$ cat src/rtl/font_rom_arbiter.sv
// rtl/font_rom_arbiter.sv - font ROM read arbiter for label and digit paths (option: FONT_ARB_RR_EN)
module font_rom_arbiter #(
    parameter int ADDR_W     = 20,
    parameter int ROM_LAT    = 1,
    parameter int STARVE_MAX = 3
) (
    input  logic              reloj,
    input  logic              resetM,
    input  logic              req_a,
    input  logic [ADDR_W-1:0] addr_a,
    output logic              gnt_a,
    output logic              vld_a,
    output logic [7:0]        data_a,
    input  logic              req_b,
    input  logic [ADDR_W-1:0] addr_b,
    output logic              gnt_b,
    output logic              vld_b,
    output logic [7:0]        data_b,
    output logic              rom_en,
    output logic [ADDR_W-1:0] rom_addr,
    input  logic [7:0]        rom_data,
    output logic              busy
);

    // Tag pipeline: valid bit and requester id (1 = B) for each read in flight.
    logic [ROM_LAT:0] tag_v;
    logic [ROM_LAT:0] tag_b;
    logic             win_b;
    logic             grant;

    assign grant = gnt_a | gnt_b;

`ifdef FONT_ARB_RR_EN
    // Pointer names who is preferred on contention; 0 = A.
    logic rr_ptr;
    assign win_b = rr_ptr;

    // After each grant, hand preference to the requester that lost.
    always_ff @(posedge reloj or posedge resetM) begin
        if (resetM) begin
            rr_ptr <= 1'b0;
        end else if (gnt_a) begin
            rr_ptr <= 1'b1;
        end else if (gnt_b) begin
            rr_ptr <= 1'b0;
        end
    end
`else
    localparam logic [3:0] STARVE_LIM = 4'(STARVE_MAX);
    logic [3:0] wait_b;
    assign win_b = (wait_b == STARVE_LIM);

    // Count consecutive denied B cycles; a dropped or granted request starts over.
    always_ff @(posedge reloj or posedge resetM) begin
        if (resetM) begin
            wait_b <= 4'd0;
        end else if (!req_b || gnt_b) begin
            wait_b <= 4'd0;
        end else if (wait_b != STARVE_LIM) begin
            wait_b <= wait_b + 4'd1;
        end
    end
`endif

    // Single-winner arbitration; grants are suppressed while reset is held.
    always_comb begin
        gnt_a = 1'b0;
        gnt_b = 1'b0;
        if (!resetM) begin
            if (req_b && (!req_a || win_b)) begin
                gnt_b = 1'b1;
            end else if (req_a) begin
                gnt_a = 1'b1;
            end
        end
    end

    // Register the winning address onto the ROM port; address holds when idle.
    always_ff @(posedge reloj or posedge resetM) begin
        if (resetM) begin
            rom_en   <= 1'b0;
            rom_addr <= '0;
        end else begin
            rom_en <= grant;
            if (gnt_b) begin
                rom_addr <= addr_b;
            end else if (gnt_a) begin
                rom_addr <= addr_a;
            end
        end
    end

    // Shift tags alongside the ROM latency so the last stage lines up with rom_data.
    always_ff @(posedge reloj or posedge resetM) begin
        if (resetM) begin
            tag_v <= '0;
            tag_b <= '0;
        end else begin
            tag_v <= {tag_v[ROM_LAT-1:0], grant};
            tag_b <= {tag_b[ROM_LAT-1:0], gnt_b};
        end
    end

    // Steer the returned byte to the tagged requester only.
    always_ff @(posedge reloj or posedge resetM) begin
        if (resetM) begin
            vld_a  <= 1'b0;
            vld_b  <= 1'b0;
            data_a <= 8'd0;
            data_b <= 8'd0;
        end else begin
            vld_a <= tag_v[ROM_LAT] && !tag_b[ROM_LAT];
            vld_b <= tag_v[ROM_LAT] && tag_b[ROM_LAT];
            if (tag_v[ROM_LAT] && !tag_b[ROM_LAT]) begin
                data_a <= rom_data;
            end
            if (tag_v[ROM_LAT] && tag_b[ROM_LAT]) begin
                data_b <= rom_data;
            end
        end
    end

    assign busy = |tag_v;

endmodule

$ cat config.mk
export PLATFORM = sky130hd
export DESIGN_NAME = font_rom_arbiter
export DESIGN_NICKNAME = d
export VERILOG_FILES = /design/src/rtl/font_rom_arbiter.sv
export SDC_FILE = /design/constraint.sdc
export NUM_CORES = 1
export LEC_CHECK = 0
export ABC_CLOCK_PERIOD_IN_PS = 3000
export CORE_ASPECT_RATIO = 0.9
export CORE_MARGIN = 2
export CORE_UTILIZATION = 46
export CTS_BUF_LIST = sky130_fd_sc_hd__clkbuf_4
export CTS_CLUSTER_DIAMETER = 80
export CTS_CLUSTER_SIZE = 40
export DETAILED_ROUTE_END_ITERATION = 10
export HOLD_SLACK_MARGIN = 0.05
export PLACE_DENSITY = 0.89
export SYNTH_ARGS = -nofsm -noshare
export SYNTH_HDL_FRONTEND = slang
export SYNTH_SLANG_ARGS = --single-unit
$ cat constraint.sdc
create_clock -name reloj -period 3 [get_ports reloj]
set_input_delay 0.45 -clock reloj [delete_from_list [all_inputs] [get_ports reloj]]
set_output_delay 0.45 -clock reloj [all_outputs]
set_load 0.005 [all_outputs]
# Word level (Yosys, flattened, before mapping)
# Index checks and enable logic that the tools add are counted.
[totals]
reg_bits = 47
inputBits = 52
word_cells = 33
[op_classes]
add_sub_neg = 1
n_eq_ne = 2
n_mux = 9
n_bitwise = 1
n_reduce_logical = 11
[ops]
columns = ["operator", "count"]
rows = [
  ["$mux 20", 2],
  ["$mux 4", 2],
  ["$mux 1", 5],
  ["$add 4x1->4 const B", 1],
  ["$eq 4x2->1 const B", 1],
  ["$ne 4x2->1 const B", 1],
  ["$reduce_bool 2->1", 2],
  ["$logic_and 1x1->1", 3],
  ["$logic_not 1->1", 3],
  ["$logic_or 1x1->1", 2],
  ["$reduce_or 2->1", 1],
  ["$or 1x1->1", 1],
]

# Logic depth before layout (Yosys ltp)
[logic_depth]
depth_word = 7
mapped_depth = 7
mapped_depth_nobuf = 5

# Worst setup path after synthesis
# Ideal clock, no wire load.
[synth_timing]
path_type = "register -> output"
startpoint = "register wait_b[0]"
endpoint = "output gnt_b"
arrival_time_ns = 1.658
path_slack_ns = 0.892
path_stages_with_launch = 7
path_buffers = 2
cell_sequence = "dfrtp_1 > ha_1 > or3b_1 > buf_6 > a211o_4 > buf_8 > inv_1"
[synth_between]
elab_chain_len = 5
[synth_lines]
columns = ["element", "line", "source"]
rows = [
  ["from (decl)", "50", "logic [3:0] wait_b;"],
  ["from (signal assigned)", "60", "wait_b <= wait_b + 4'd1;"],
  ["$eq 4x2->1", "51", "assign win_b = (wait_b == STARVE_LIM);"],
  ["$logic_or 1x1->1", "70", "if (req_b && (!req_a || win_b)) begin"],
  ["$logic_and 1x1->1", "70", ""],
  ["$mux 1", "70", ""],
  ["$mux 1", "69", "if (!resetM) begin"],
  ["to (decl)", "16", "output logic gnt_b,"],
]
# Every way passes these cells.

# Worst setup path after layout
# Same ends and word-level chain as after synthesis.

==> metrics.txt <==
Synth Register Bits 46; DP HPWL ~3200 um; Cell Pwr Density 509.9 nW/um^2; routability cong. 0.7863; switching share of power 0.2399; FF-to-FF Start wait_b[0]$_DFFE_PP0P_; Non-Filler Instances 292; crit end category output port; Tcrit/Tclk final 0.9729; Diodes inserted 0; critical path required time 2.55 ns; placed cell count 284; chip width 74.66 um; Combinational Power Share 0.325; worst hold path startpoint tag_b[0]$_DFF_PP0_; die area just over 5000 sq um; Initial DRC Count 55; Bufs on Longest Clock Path 2; GRT Residual Overflow 0; H-tree Lvls 2; # IOs 94; syn avg cell area 15.54 sq um; total track usage 0.1782; CTS tree done; worst skew pair latency between 0.3 and 0.4 ns; vias in the first global route approximately 1,400; Peak supply drop slightly below 0.3 mV; distinct cell type count after synthesis 22; largest net degree at the start of global routing 47; Seq pwr share 0.491; Worst Tran Pin Value a little over 0.9 ns; vias per cell 4.716; switching pwr roughly 0.38 mW; drt wl/cell 14.74 um; syn_nets 186; Mapped Cells 133; Synth area leader dfrtp_1; area growth from synthesis to layout 49.70%; hold buffers post-CTS 0; run status finished clean; # rows 23; placed inst area 3033 sq um; RSZ-0062 raised after global routing no; Fmax achieved 0.3426 GHz; global-route wire length before repair 6492 um; synth warn 0; DRC 0; TritonCTS buffer count 5; final number of hold-violating endpoints 0; final setup vio count 0; register area 1151 sq um; final critical-path required period between 2 and 3 ns; clock sinks 46; Setup CP Type reg -> out; leakage power 1.379 nW; P_int roughly 1.2 mW; Post-Syn Area 2067 sq um; worst hold path type reg -> reg; cell area after layout between 3000 and 4000 sq um; root buf cell clkbuf_4; die height approximately 68 um; Routed Antenna Nets 0; Max FO, Critical Path 6; Port Buffers 93; leading cell type in the layout, fill and taps excluded clkdlybuf4s50_1; final setup skew 0.004030 ns; layout cells sized above 1 0.3087; DR pass1 iterations 2; max-cap violation count 0; multi-input gate area in the final layout about 840 sq um; most frequent cells in the layout clkdlybuf4s50_1 (93), dfrtp_1 (46), mux2_2 (39); Worst EP arrival 2.47 ns; Area contributors post-synth dfrtp_1 (56%), mux2_2 (21%), mux2_4 (13%); Fin Setup TNS 0 ns; Post-Route Utilization 0.7074; Max Transition Viols Final 0; total routed wirelength around 4300 um; sequential area share after synthesis 0.5569; Critical path origin wait_b[0]$_DFFE_PP0P_; Via Count 1,377; initial antenna violation count 0; fillcell total 325; Nets 282; initial core utilization 0.4725; core footprint between 4000 and 5000 sq um; share of the synthesized area in the top cell type 0.5569; CTS clk-pin slew, worst paths ~0.12 ns; Clock Power Share 0.184; Relative slew margins 0.3777; crit start category flip-flop
cells in the mapped netlist:
master / n
dfrtp_1: 46
buf_12: 1
mux2_4: 18
buf_1: 2
clkbuf_1: 1
inv_1: 5
nand3_1: 1
mux2i_1: 1
or2_2: 1
buf_6: 1
xnor2_1: 1
or3b_1: 1
a21oi_1: 1
mux2_2: 39
a211o_4: 1
ha_1: 1
nand2_1: 3
xor2_1: 1
nand2b_1: 2
nor2_1: 1
buf_8: 1
nor3_1: 4
flip-flops by register name, summed over array words and instances, names as in the netlist:
name and count:
data_b 8, tag_b 2, vld_a 1, rom_addr 20, vld_b 1, tag_v 2, wait_b 4, data_a 8
metrics by stage:
stage	setup WS (ns)	total power [mW]	hold WS, ns
final	0.08115	1.578	0.3721
after global placement	0.5393	1.290	0.3601
after global routing	0.004782	1.664	0.3752
after floorplan	0.8917	1.001	0.3312
after detailed placement	0.4071	1.306	0.3410
after CTS	0.05641	1.599	0.3677
power groups by stage:
| stage | Clock, mW | Sequential (mW) | Combinational, mW |
|---|---|---|---|
| CTS | 0.301 | 0.776 | 0.521 |
| global route | 0.321 | 0.786 | 0.557 |
| finish | 0.290 | 0.775 | 0.513 |
| detailed placement | 0 | 0.788 | 0.518 |
| global placement | 0 | 0.784 | 0.506 |
| floorplan | 0 | 0.795 | 0.207 |
logic make-up (layout without fill, tap and decap cells):
kind of cell | count (synthesis) | count (layout) | share of synthesized area
compound gates | 2 | 2 | 0.01090
flops | 46 | 46 | 0.5569
buf+inv | 11 | 108 | 0.03692
simple gates | 13 | 13 | 0.03269
xor+xnor | 2 | 2 | 0.008476
mux | 58 | 58 | 0.3481
fa+ha+maj | 1 | 1 | 0.006052
metal layers:
| layer | wire, um | vias to the layer above | global-route usage |
|---|---|---|---|
| li1 | - | 659 | - |
| met1 | 1767 | 641 | 0.2083 |
| met2 | 2075 | 65 | 0.2954 |
| met3 | 353 | 12 | 0.06269 |
| met4 | 108 | 0 | 0.08036 |
| met5 | 0 | - | 0 |
layout make-up:
type,count,share of cell area
sequential,46,0.3720
timing repair buffer,95,0.3057
multi-input combinational,76,0.2721
tap,62,0.02507
clock buffer,6,0.01456
inverter,5,0.006066
clock inverter,2,0.004448
worst max-delay path, cell delays in order (launching register included):
cell	delay [ns]
dfrtp_1	0.41
ha_1	0.22
or3b_4	0.44
a211o_4	0.35
inv_1	0.16
clkdlybuf4s50_1	0.53
final timing paths:
path	endpoint	slack, ns	depth (start not counted)
worst max-delay path	gnt_b	0.08	5
worst min-delay path	tag_b[1]$_DFF_PP0_	0.37	0
worst max register to register	rom_addr[8]$_DFFE_PP0P_	0.88	5
worst min register to register	tag_b[1]$_DFF_PP0_	0.37	0
max in group asynchronous	vld_b$_DFF_PP0_	1.76	2
min in group asynchronous	wait_b[0]$_DFFE_PP0P_	0.67	2
timing repair:
action | in CTS | in global routing
setup endpoints to repair | 1 | 0
buffers inserted | 0 | 0
resized for setup | 1 | 0
Note: power is estimated with default switching activity, not from simulation.
